==> src/rtl/imem_loader_if.sv <==
// imem_loader_if: master drives in_valid/in_data/fetch_addr; slave (loader) drives in_ready/fetch_data
interface imem_loader_if #(parameter int AW = 4);
  logic          in_valid;
  logic [7:0]    in_data;
  logic          in_ready;
  logic [AW-1:0] fetch_addr;
  logic [7:0]    fetch_data;
  modport master (output in_valid, in_data, fetch_addr, input in_ready, fetch_data);
  modport slave (input in_valid, in_data, fetch_addr, output in_ready, fetch_data);
endinterface

==> src/rtl/imem_loader.sv <==
// imem_loader: framed program loader into a DEPTH x 8 store; ports clk, rst_n, bus (stream+fetch), cpu_run_o, load_done_o, load_error_o, words_loaded_o
module imem_loader #(
  parameter int          DEPTH = 16,
  parameter int          AW    = 4,
  parameter logic [7:0]  SYNC  = 8'hA5
) (
  input  logic          clk,
  input  logic          rst_n,
  imem_loader_if.slave  bus,
  output logic          cpu_run_o,
  output logic          load_done_o,
  output logic          load_error_o,
  output logic [AW:0]   words_loaded_o
);
  localparam logic [2:0] S_IDLE = 3'd0;
  localparam logic [2:0] S_LEN  = 3'd1;
  localparam logic [2:0] S_DATA = 3'd2;
  localparam logic [2:0] S_CHK  = 3'd3;
  localparam logic [2:0] S_DONE = 3'd4;
  localparam logic [2:0] S_ERR  = 3'd5;
  localparam logic [7:0] MAXLEN = 8'(DEPTH);
  logic [2:0]  state_q, state_d;
  logic [AW:0] len_q, len_d, cnt_q, cnt_d;
  logic [7:0]  chk_q, chk_d;
  logic        run_q, run_d, done_q, done_d, err_q, err_d;
  logic [7:0]  mem_q [DEPTH];
  logic        acc, bad_len, good_chk;
  assign acc      = bus.in_valid && bus.in_ready;
  assign bad_len  = bus.in_data == 8'd0 || bus.in_data > MAXLEN;
  assign good_chk = bus.in_data == chk_q;
  always_comb begin
    state_d = state_q;
    len_d   = len_q;
    cnt_d   = cnt_q;
    chk_d   = chk_q;
    run_d   = run_q;
    done_d  = done_q;
    err_d   = err_q;
    if (acc)
      case (state_q)
        S_LEN: begin
          state_d = bad_len ? S_ERR : S_DATA;
          err_d   = bad_len;
          len_d   = bus.in_data[AW:0];
          chk_d   = bus.in_data;
        end
        S_DATA: begin
          cnt_d   = cnt_q + 1'b1;
          chk_d   = chk_q ^ bus.in_data;
          state_d = cnt_d == len_q ? S_CHK : S_DATA;
        end
        S_CHK: begin
          state_d = good_chk ? S_DONE : S_ERR;
          run_d   = good_chk;
          done_d  = good_chk;
          err_d   = !good_chk;
        end
        default:
          if (bus.in_data == SYNC) begin
            state_d = S_LEN;
            run_d   = 1'b0;
            done_d  = 1'b0;
            err_d   = 1'b0;
            cnt_d   = '0;
            chk_d   = '0;
          end
      endcase
  end
  always_ff @(posedge clk or negedge rst_n)
    if (!rst_n) begin
      state_q <= S_IDLE;
      len_q   <= '0;
      cnt_q   <= '0;
      chk_q   <= '0;
      run_q   <= 1'b0;
      done_q  <= 1'b0;
      err_q   <= 1'b0;
      for (int i = 0; i < DEPTH; i++) mem_q[i] <= '0;
    end else begin
      state_q <= state_d;
      len_q   <= len_d;
      cnt_q   <= cnt_d;
      chk_q   <= chk_d;
      run_q   <= run_d;
      done_q  <= done_d;
      err_q   <= err_d;
      if (acc && state_q == S_DATA) mem_q[cnt_q[AW-1:0]] <= bus.in_data;
    end
  assign bus.in_ready   = 1'b1;
  assign bus.fetch_data = mem_q[bus.fetch_addr];
  assign cpu_run_o      = run_q;
  assign load_done_o    = done_q;
  assign load_error_o   = err_q;
  assign words_loaded_o = cnt_q;
endmodule

==> src/flat_wrapper.sv <==
// flat-port wrapper written by rule: the top's interface ports become plain ports
module imem_loader_flat 
#(
  parameter int          DEPTH = 16,
  parameter int          AW    = 4,
  parameter logic [7:0]  SYNC  = 8'hA5
)
  (clk, rst_n, cpu_run_o, load_done_o, load_error_o, words_loaded_o, bus_in_valid, bus_in_data, bus_fetch_addr, bus_in_ready, bus_fetch_data);
  imem_loader_if #(.AW(AW)) bus_i ();
  input  logic clk;
  input  logic rst_n;
  output logic cpu_run_o;
  output logic load_done_o;
  output logic load_error_o;
  output logic [AW:0] words_loaded_o;
  input wire logic [$bits(bus_i.in_valid)-1:0] bus_in_valid;
  input wire logic [$bits(bus_i.in_data)-1:0] bus_in_data;
  input wire logic [$bits(bus_i.fetch_addr)-1:0] bus_fetch_addr;
  output wire logic [$bits(bus_i.in_ready)-1:0] bus_in_ready;
  output wire logic [$bits(bus_i.fetch_data)-1:0] bus_fetch_data;
  assign bus_i.in_valid = bus_in_valid;
  assign bus_i.in_data = bus_in_data;
  assign bus_i.fetch_addr = bus_fetch_addr;
  assign bus_in_ready = bus_i.in_ready;
  assign bus_fetch_data = bus_i.fetch_data;
  imem_loader #(.DEPTH(DEPTH), .AW(AW), .SYNC(SYNC)) u_core (.clk(clk), .rst_n(rst_n), .bus(bus_i), .cpu_run_o(cpu_run_o), .load_done_o(load_done_o), .load_error_o(load_error_o), .words_loaded_o(words_loaded_o));
endmodule
==> config.mk <==
export PLATFORM = sky130hd
export DESIGN_NAME = imem_loader_flat
export DESIGN_NICKNAME = d
export VERILOG_FILES = /design/src/rtl/imem_loader_if.sv /design/src/rtl/imem_loader.sv /design/src/flat_wrapper.sv
export SDC_FILE = /design/constraint.sdc
export NUM_CORES = 1
export LEC_CHECK = 0
export ABC_AREA = 1
export BUFFER_PORTS_ARGS = -buffer_cell sky130_fd_sc_hd__buf_2
export CAP_MARGIN = 20
export CORE_MARGIN = 10
export CORE_UTILIZATION = 62
export DETAILED_ROUTE_END_ITERATION = 8
export PLACE_DENSITY = 0.8
export SYNTH_ARGS = -nofsm -noshare
export SYNTH_HDL_FRONTEND = slang
export SYNTH_SLANG_ARGS = --single-unit
==> constraint.sdc <==
create_clock -name clk -period 2.15 [get_ports clk]
set_clock_uncertainty 0.05 [all_clocks]
set_input_delay 0.1075 -clock clk [delete_from_list [all_inputs] [get_ports clk]]
set_output_delay 0.1075 -clock clk [all_outputs]
set_load 0.05 [all_outputs]
Word-level counts from Yosys, hierarchy flattened
Index checks and enable logic that the tools add are counted.
{"block": "totals", "inputBits": 15, "reg_bits": 151, "output_inout_bits": 17}
{"block": "classes", "n_bitwise": 7, "n_addsub": 1, "n_eq_ne": 6, "n_lt_le_gt_ge": 4, "n_mux": 18, "n_reduce_logical": 18}
{"operator": "bitwise mux 128 bit", "count": 1}
{"operator": "binary-select mux 8 bit (select 4 bit)", "count": 1}
{"operator": "demux 8 bit (select 4 bit)", "count": 1}
{"operator": "2-to-1 mux 8 bit", "count": 4}
{"operator": "case mux 8 bit (3 select lines)", "count": 1}
{"operator": "AND reduction 3 bit", "count": 4}
{"operator": "greater-or-equal comparator 5 bit, second input constant", "count": 2}
{"operator": "inverter 4 -> 5 bit", "count": 2}
{"operator": "case mux 5 bit (2 select lines)", "count": 1}
{"operator": "case mux 3 bit (3 select lines)", "count": 1}
{"operator": "== test 8 bit", "count": 1}
{"operator": "== test 8 bit, second input constant", "count": 1}
{"operator": "> comparator 8 x 5 -> 1 bit, second input constant", "count": 1}
{"operator": "zero test 8 bit", "count": 1}
{"operator": "XOR 8 bit", "count": 1}
{"operator": "== test 3 x 2 -> 1 bit, second input constant", "count": 2}
{"operator": "2-to-1 mux 3 bit", "count": 2}
{"operator": "nonzero test 3 bit", "count": 2}
{"operator": "adder 5 x 1 -> 5 bit, second input constant", "count": 1}
{"operator": "== test 5 bit", "count": 1}
{"operator": "less-than comparator 5 x 1 -> 1 bit, second input constant", "count": 1}
{"operator": "2-to-1 mux 5 bit", "count": 1}
{"operator": "inverter 1 bit", "count": 4}
{"operator": "AND reduction 2 bit", "count": 2}
{"operator": "other kinds (10)", "count": 15}

Logic depth before layout (Yosys ltp)
Gate-level depths: netlist (run 1).
{"block": "depth", "ltp_word": 6, "depth_mapped": 11, "ltp_nobuf": 11}

Worst setup path after synthesis (run 1)
No wires, ideal clock.
{"block": "synth_timing", "kind": "flip-flop to flip-flop", "start": "reg u_core.cnt_q[0] (netlist: u_core.words_loaded_o[0])", "end": "reg u_core.state_q[0]", "path_buffers": 0, "slack_ps": 212, "path_stages_with_launch": 11, "arrival_time_ps": 1771, "cell_sequence": "dfrtp_1 -> ha_1 -> nand3_1 -> inv_1 -> nand2_1 -> nand2_1 -> nand2_1 -> nand3_1 -> nor2_1 -> nor2_1 -> nor2_1"}
{"block": "synth_via", "elab_chain_len": 4}
{"element": "from (decl)", "line": "imem_loader.sv:23", "source": "logic [AW:0] len_q, len_d, cnt_q, cnt_d;"}
{"element": "from (signal assigned)", "line": "imem_loader.sv:82", "source": "cnt_q <= cnt_d;"}
{"element": "adder 5 x 1 -> 5 bit", "line": "imem_loader.sv:48", "source": "cnt_d = cnt_q + 1'b1;"}
{"element": "== test 5 bit", "line": "imem_loader.sv:50", "source": "state_d = cnt_d == len_q ? S_CHK : S_DATA;"}
{"element": "2-to-1 mux 1 bit", "line": "imem_loader.sv:50"}
{"element": "case mux 3 bit (3 select lines)", "line": "imem_loader.sv:40", "source": "case (state_q)"}
{"element": "to (signal assigned)", "line": "imem_loader.sv:80", "source": "state_q <= state_d;"}
{"element": "to (decl)", "line": "imem_loader.sv:22", "source": "logic [2:0] state_q, state_d;"}
No other way between the ends.
A chain may end at the register's enable or synchronous reset.

Final worst setup path (run 1)
{"block": "layout_timing", "start": "reg u_core.state_q[0]", "end": "reg u_core.mem_q[123] (netlist name)"}
{"block": "layout_via", "elab_chain_len": 2}
{"element": "== test 3 x 2 -> 1 bit", "line": "imem_loader.sv:87", "source": "if (acc && state_q == S_DATA) mem_q[cnt_q[AW-1:0]] <= bus.in_data;"}
{"element": "logical AND 1 bit", "line": "imem_loader.sv:87"}
{"element": "to (signal, indexed assignment)", "line": "imem_loader.sv:87"}
{"element": "to (decl)", "line": "imem_loader.sv:26", "source": "logic [7:0] mem_q [DEPTH];"}
No other way between the ends.

==> results, run 1 <==
- The run finished with clean final reports.
- The share of the yosys chip area belonging to registers is about 52%.
- The floorplan has 39 rows.
- The worst pin sits at a relative slew slack of 62.6%.
- In this run the power density over the cells is 1030 mW/mm².
- Counting cells, the worst reg-to-reg path comes to 6.
- Counting along the longest clock path gives a buffer depth of 2.
- The average cell area after synthesis is 8.42 µm².
- Clock tree synthesis selected as its root buffer the cell sky130_fd_sc_hd__clkbuf_16.
- The number of nets handed over by synthesis was 875.
- The initial standard-cell utilization of the core is 63.1%.
- The total vias in the final route is 6381.
- At the placement stage, the worst setup path has a slack of 0.130 ns.
- In the post-synthesis netlist, the biggest area contributors are sky130_fd_sc_hd__dfrtp_1, sky130_fd_sc_hd__nand2_1, sky130_fd_sc_hd__o21ai_0.
- Global routing finished with a remaining overflow of 0.
- The cell area that synthesis handed to floorplanning was 0.00721 mm².
- The number of nets with antenna violations after routing is 0.
- The final sum of negative setup slack is 0 ns.
- sky130_fd_sc_hd__dfrtp_1 takes more of the synthesized area than any other cell.
- The startpoint kind of the worst setup timing path is a register.
- The internal reg-to-reg setup slack is 0.17 ns.
- After clock tree synthesis, the clock-pin slew on the worst setup and hold paths is roughly 0.06 ns.
- The startpoint identified for the worst hold timing path is bus_in_valid.
- The via count of the first global-routing pass is between 6000 and 7000.
- The slew of the pin with the lowest slew margin is ~0.56 ns.
- The clock tree from TritonCTS is yes.
- The net total in the final layout is 890.
- After layout, the worst setup slack is 0.174 ns.
- The maximum fanout along the worst path is 16.
- Setup repair after global routing left no endpoint under its margin.
- The achievable clock frequency is 0.506 GHz.
- The final weighted congestion in routability-driven placement is 0.874.
- The count of antenna diodes in the layout is 0.
- The reg-to-reg critical path startpoint is u_core.state_q[0].
- Entering global routing, the biggest net connects 65 pins.
- The fraction of synthesized cell area taken by the top area cell type is 52.4%.
- The final layout contains routed wiring with a total length of 19.0 mm.
- Dividing the detail-routed wire length by the instance count gives 18.5 µm.
- The gate count after technology mapping is 856.
- The number of max-slew violations in the final report is 0.
- For this run, the total global-route usage over all layers was measured as 23.6%.
- The number of design rule violations left after detail routing is 0.
- The instance count along the most critical hold path is 3.
- The count of boundary I/O pins is 32.
- In this run the vertical extent of the chip is 128 µm.
- The floorplan step set the die width to 128 µm.
- The number of unique standard cell types used by synthesis is 34.
- Across the run, the number of max-cap violations was 0.
- The element type at the critical path end is a register.
- STA puts the critical path data required time at 2.40 ns.
- The final critical-path share of the clock period is 91.9%.
- The wire length of the first global-routing pass is 31.0 mm.
- The library cell used most frequently in the layout, excluding fill and tap cells, is sky130_fd_sc_hd__nand2_1.
- For this run, the number of Yosys warnings is 0.
- The full die area is 0.0163 mm².
- The number of clock sinks seen by CTS is 151.
- The maximum vdd drop is approximately 0.75 mV.
- The number of hold violations in the final report is 0.
- The detailed-routing iteration count for the pre-antenna-repair pass is 6.
- For this run, global-route usage on met2 was measured as 36.8%.
- From synthesis to final layout, the design area changed by 13.3%.
- In this run the post-CTS setup repair buffer count came out at 0.
- In the global route stage, met3 resource usage came out at under 10%.
- For the worst setup path, the data arrival time is 2.23 ns.
- The critical path is of the reg -> reg type.
- The leakage power figure is 0.00376 µW.
- The count of H-tree levels built during CTS is 4.
- Across all hold checks on the routed design, the worst slack comes to ~0.017 ns.
- Counting the buffers created by CTS gives 17.
- Once detailed placement completed, the half-perimeter wirelength came to approximately 12 mm.
- The smallest clock period supported by the final layout is computed as between 1.5 and 2 ns.
- The setup-violating endpoint count in the final report is 0.
- The worst hold path terminates at u_core.words_loaded_o[2].
- The detail-routed via count per cell is ~6.2.
- The flip-flop and latch count after synthesis is 151.
- The placeable core area is 0.0114 mm².
- The post-route netlist has 11.8% of its cells at a drive strength greater than 1.
- During placement, the flow inserted port buffers numbering 30.
- For met1 alone, demand over resource in global routing was 30.8%.
- The initial antenna violation count came to 0.
- In this run the worst hold path is classified as in -> reg.
- The endpoint of the most critical register-to-register path is u_core.mem_q[123].
- Leaving out fill and tap cells, the most frequent cells in the layout are sky130_fd_sc_hd__nand2_1, sky130_fd_sc_hd__dfrtp_1, sky130_fd_sc_hd__o21ai_0.
- The later-pin clock latency in the skew report is 0.43 ns.
- The detailed router's first-iteration violation count is 886.
- In this run the most used layer during global routing was met2.
[state kept, by name (all words and copies together) (netlist names)]
register and cells:
u_core.mem_q 128, u_core.chk_q 8, u_core.len_q 5, u_core.words_loaded_o 5, u_core.state_q 3, u_core.cpu_run_o 1
u_core.load_error_o 1
[power breakdown]
| group | leakage (µW) | internal (µW) | switching (µW) |
|---|---|---|---|
| combinational | 0.00137 | 526 | 1200 |
| clock | 0.000310 | 2060 | 1170 |
| sequential | 0.00208 | 3180 | 260 |
[routing by layer]
layer / part of all wire (%) / routed length, µm / vias up
li1: - / - / 2923
met1: 42 / 8040 / 3077
met3: 7.3 / 1380 / 47
met5: 0 / 0 / -
met2: 48 / 9020 / 334
met4: 2.8 / 523 / 0
[critical path: stages, from the launching register on]
cell and delay [ns]:
sky130_fd_sc_hd__dfrtp_1 0.43, sky130_fd_sc_hd__nor3_4 0.31, sky130_fd_sc_hd__nand2_4 0.13, sky130_fd_sc_hd__clkinv_2 0.34, sky130_fd_sc_hd__nand4_4 0.34, sky130_fd_sc_hd__nand2_1 0.15, sky130_fd_sc_hd__o21ai_1 0.07
[what timing repair did]
item / CTS / global route
hold buffers: 2 / 0
endpoints found under the setup margin: 0 / 21
hold endpoints to repair: 58 / 0
gates resized for setup: 0 / 3
[how the worst max path moves through the flow]
stage               cells past startpoint                startpoint                 to
floorplan                              10  u_core.words_loaded_o[0]  u_core.state_q[0]
CTS                                     5         u_core.state_q[0]  u_core.mem_q[100]
global route                            6         u_core.state_q[0]   u_core.mem_q[32]
finish                                  6         u_core.state_q[0]  u_core.mem_q[123]
detailed placement                      5         u_core.state_q[0]  u_core.mem_q[102]
global placement                        6         u_core.state_q[0]  u_core.mem_q[100]
[kinds of logic (layout without fill, tap and decap cells)]
logic type | after synthesis | count (layout) | share of synthesized area [%]
AOI/OAI and AO/OA | 263 | 263 | 20.1
xor gates and xnor gates | 2 | 2 | 0.243
adders and majority gates | 4 | 4 | 0.694
buffers and inverters | 96 | 124 | 5.67
DFF | 151 | 151 | 52.4
other | 1 | 1 | 0.0520
and+or+nand+nor | 339 | 339 | 20.8
[metrics by stage]
stage                     std cells  instance area [µm²]  power (µW)  utilization, %
final                          1027                 8170        8390            71.5
after global routing           1027                 8170        8750            71.5
after CTS                      1027                 8140        8360            71.3
after detailed placement        993                 7490        5140            65.6
after global placement          993                 7490        5060            65.6
after floorplan                 856                 7210        4660               -
[synthesized netlist by cell type (all sizes together)]
library cell,n
xor2,1
conb,1
o221ai,25
ha,4
dfrtp,151
nand2,223
nor2,79
clkinv,2
nor3,3
o21ai,214
inv,36
nand3,23
o31ai,1
nand3b,2
clkbuf,42
o22ai,15
o211ai,8
xnor2,1
nand4,9
buf,16
[layout make-up]
type                    instances  area [µm²]
inverters                      38         146
clock inverters                 8         143
clock buffers                  24         492
fillers                       831        3250
repair buffers                 54         379
multi-input cells             609        3050
well taps                     143         179
flip-flops and latches        151        3780
Note: power is estimated with default switching activity, not from simulation.
==> run 2: changes to the inputs <==
Settings changed: REMOVE_ABC_BUFFERS set to 1.
==> run 2 against run 1 <==
Effect of this change: worst hold slack better by 0.0096 ns; sequential power is essentially flat; die area did not move; critical path type unchanged.
==> results, run 2 (synthesis results as in run 1) <==
- The worst register-to-register path begins at u_core.state_q[0].
- The critical path is of the reg -> reg type.
- The largest registers in the layout are u_core.mem_q (128), u_core.chk_q (8).
- The full die area was 0.0163 mm² (unchanged).
- The leakage power figure is 0.00373 µW (-0.76%).
- The internal reg-to-reg setup slack came to 0.15 ns (-0.02 ns).
- The summed area of non-filler cells in the final layout is 0.00808 mm² (-1.1%).
- Walking the worst path, the cells encountered are nor3_4 -> nand2_4 -> nor2_4 -> nand3_1 -> o21ai_0.
- The routed wire length on met3 came to 1.69 mm (+22%).
- The final weighted congestion in routability-driven placement was 0.880 (+0.74%).
- The detailed-routing iteration count for the pre-antenna-repair pass is 5 (-1).
- The count of H-tree levels built during CTS is 4 (unchanged).
- The maximum number of pins on one net before global-route repair is 61 (-6.2%).
- The initial antenna violation count is 0 (unchanged).
- The startpoint identified for the worst hold timing path is bus_in_valid.
- The signal arrival time at the worst endpoint was 2.27 ns (+0.04 ns).
- The number of hold violations in the final report came to 0 (unchanged).
- In this run the clock root is driven by a sky130_fd_sc_hd__clkbuf_16.
- The later-pin clock latency in the skew report came to 0.43 ns (about the same).
- The width of the die was 128 µm (unchanged).
- The HPWL after detailed placement is 12.1 mm (+4.9%).
- The initial standard-cell utilization of the core was 63.1% (unchanged).
- The wire length on met2 is 9.00 mm (-0.16%).
- The number of flip-flops in the largest register is 128 (unchanged).
- The row count is 39 (unchanged).
- The setup-violating endpoint count in the final report is 0 (unchanged).
- Ranked by flip-flop count, first place goes to u_core.mem_q.
- For this design, the slowest cell found on the critical path is sky130_fd_sc_hd__dfrtp_1.
- The count of maximum capacitance violations is 0 (unchanged).
- The startpoint kind of the worst setup timing path is a register.
- The instance count along the most critical hold path is 3 (unchanged).
- The worst hold slack was 0.0264 ns (+0.00965 ns).
- The chip height is 128 µm (unchanged).
- The number of buffers on the longest clock path came to 2 (unchanged).
- The number of clock sinks seen by CTS is 151 (unchanged).
- The power density over the cells is 984 mW/mm² (-4.2%).
- The tightest slew margin relative to the limit is 59.0% (-3.6 points).
- The global route total overflow was 0 (unchanged).
- The number of cells in the design after placement was 995 (+0.20%).
- The post-layout instance count excluding filler cells is 1027 (unchanged).
- The slew of the pin with the lowest slew margin is 0.613 ns (+0.0528 ns).
- The capture endpoint of the worst hold path is u_core.words_loaded_o[0].
- The clock-pin slew on the worst setup and hold paths came to 0.06 ns (about the same).
- The total vias in the final route is 6407 (+0.41%).
- The top cell types in the final layout, fill and taps aside, are sky130_fd_sc_hd__nand2_1, sky130_fd_sc_hd__dfrtp_1, sky130_fd_sc_hd__o21ai_0.
- The fraction of layout instances using a drive strength above 1 is 11.5% (-0.23 points).
- The maximum fanout along the worst path is 16 (unchanged).
- The sum of routed wire segments on met1 came to 8.08 mm (+0.44%).
- The total cell area at the placement stage was 0.00751 mm² (+0.37%).
- The average wire length per cell after detail routing was 18.7 µm (+1.4%).
- The data required time at the worst endpoint is 2.42 ns (+0.02 ns).
- The number of nets with antenna violations after routing is 0 (unchanged).
- The count of antenna diodes in the layout was 0 (unchanged).
- The via count of the first global-routing pass is 6077 (+0.20%).
- The total detailed-routing wirelength came to 19.2 mm (+1.4%).
- The element type at the critical path end is a register.
- TritonCTS built the clock tree.
- The overall fraction of global-route tracks in use came to 24.0% (+0.40 points).
- In this run the worst setup path begins at u_core.state_q[0].
- The number of max-slew violations in the final report came to 0 (unchanged).
- The kind of path behind the tightest hold check is in -> reg.
- The maximum single-stage delay on the critical path is 0.43 ns (about the same).
- The wire length of the first global-routing pass was 31.5 mm (+1.6%).
- The run finished with clean final reports.
- The number of port buffers was 30 (unchanged).
- The worst register-to-register path ends at u_core.mem_q[43].
- The highest layer used for signal routing is met4.
- The net total in the final layout is 891 (+0.11%).
- The post-CTS setup buffer count is 0 (unchanged).
- The detailed router's first-iteration violation count is 815 (-8.0%).
- The detail-routed via count per cell is 6.24 (+0.41%).
- Setup repair after global routing left no endpoint under its margin.
- Relative to the synthesized area, the layout overhead comes to 12.0%.
- The placeable core area is 0.0114 mm² (unchanged).
- The time the final worst path needs with I/O delays and setup came to 2.00 ns (+0.0217 ns).
- The CTS buffer count is 17 (unchanged).
- The number of design rule violations left after detail routing is 0 (unchanged).
- The final critical-path share of the clock period is 92.9% (+1.0 points).
- The achievable clock frequency is 0.500 GHz (-1.1%).
- The commonest non-fill, non-tap cell in the layout is sky130_fd_sc_hd__nand2_1.
- The final sum of negative setup slack is 0 ns (unchanged).
- The count of boundary I/O pins was 32 (unchanged).
- The maximum vdd drop was 0.672 mV (-10%).
- The number of cell instances on the worst register-to-register path is 5 (-1).
[run 2: how the worst max path moves through the flow]
stage / endpoint / slack (ns) / depth (start not counted)
detailed placement: u_core.mem_q[14] / 0.22 / 5
CTS: u_core.mem_q[14] / 0.11 / 5
global route: u_core.mem_q[43] / 0.01 / 6
finish: u_core.mem_q[43] / 0.15 / 5
global placement: u_core.chk_q[1] / 0.29 / 6
floorplan: u_core.state_q[0] / 0.19 / 10
[run 2: area by class of cell]
class / instances / area, µm²
clock buffers: 28 / 507
well taps: 143 / 179
repair buffers: 55 / 397
flip-flops and latches: 151 / 3780
inverters: 38 / 146
multi-input cells: 609 / 3030
fillers: 870 / 3340
clock inverters: 3 / 40.0
[run 2: stage by stage]
stage | util (%) | power, µW | setup slack, ns
after floorplan | - | 4590 | 0.193
after global placement | 65.8 | 5070 | 0.295
after detailed placement | 65.8 | 5160 | 0.220
after CTS | 70.7 | 7930 | 0.110
after global routing | 70.7 | 8300 | 0.0141
final | 70.7 | 7950 | 0.152
[run 2: worst max-delay path, delay by kind of cell (launching register included)]
family / cells / cell delay (ns)
simple gates: 4 / 1.01
flops: 1 / 0.43
compound gates: 1 / 0.39
[run 2: power by group]
group | total, µW | leakage, µW | switching [µW] | internal [µW]
clock | 2800 | 0.000268 | 1090 | 1700
sequential | 3450 | 0.00208 | 271 | 3180
combinational | 1700 | 0.00138 | 1190 | 515
total | 7950 | 0.00373 | 2550 | 5400
[run 2: metal layers]
| layer | GRT usage [%] | up-vias |
|---|---|---|
| met5 | 0 | - |
| met4 | 9.74 | 0 |
| met3 | 5.67 | 45 |
| met2 | 37.0 | 343 |
| met1 | 32.1 | 3093 |
| li1 | - | 2926 |
[run 2: what timing repair did]
action                                  in CTS  in global routing
endpoints found under the hold margin       56                  0
hold buffers                                 1                  0
endpoints found under the setup margin       0                  2
gates resized for setup                      0                  1
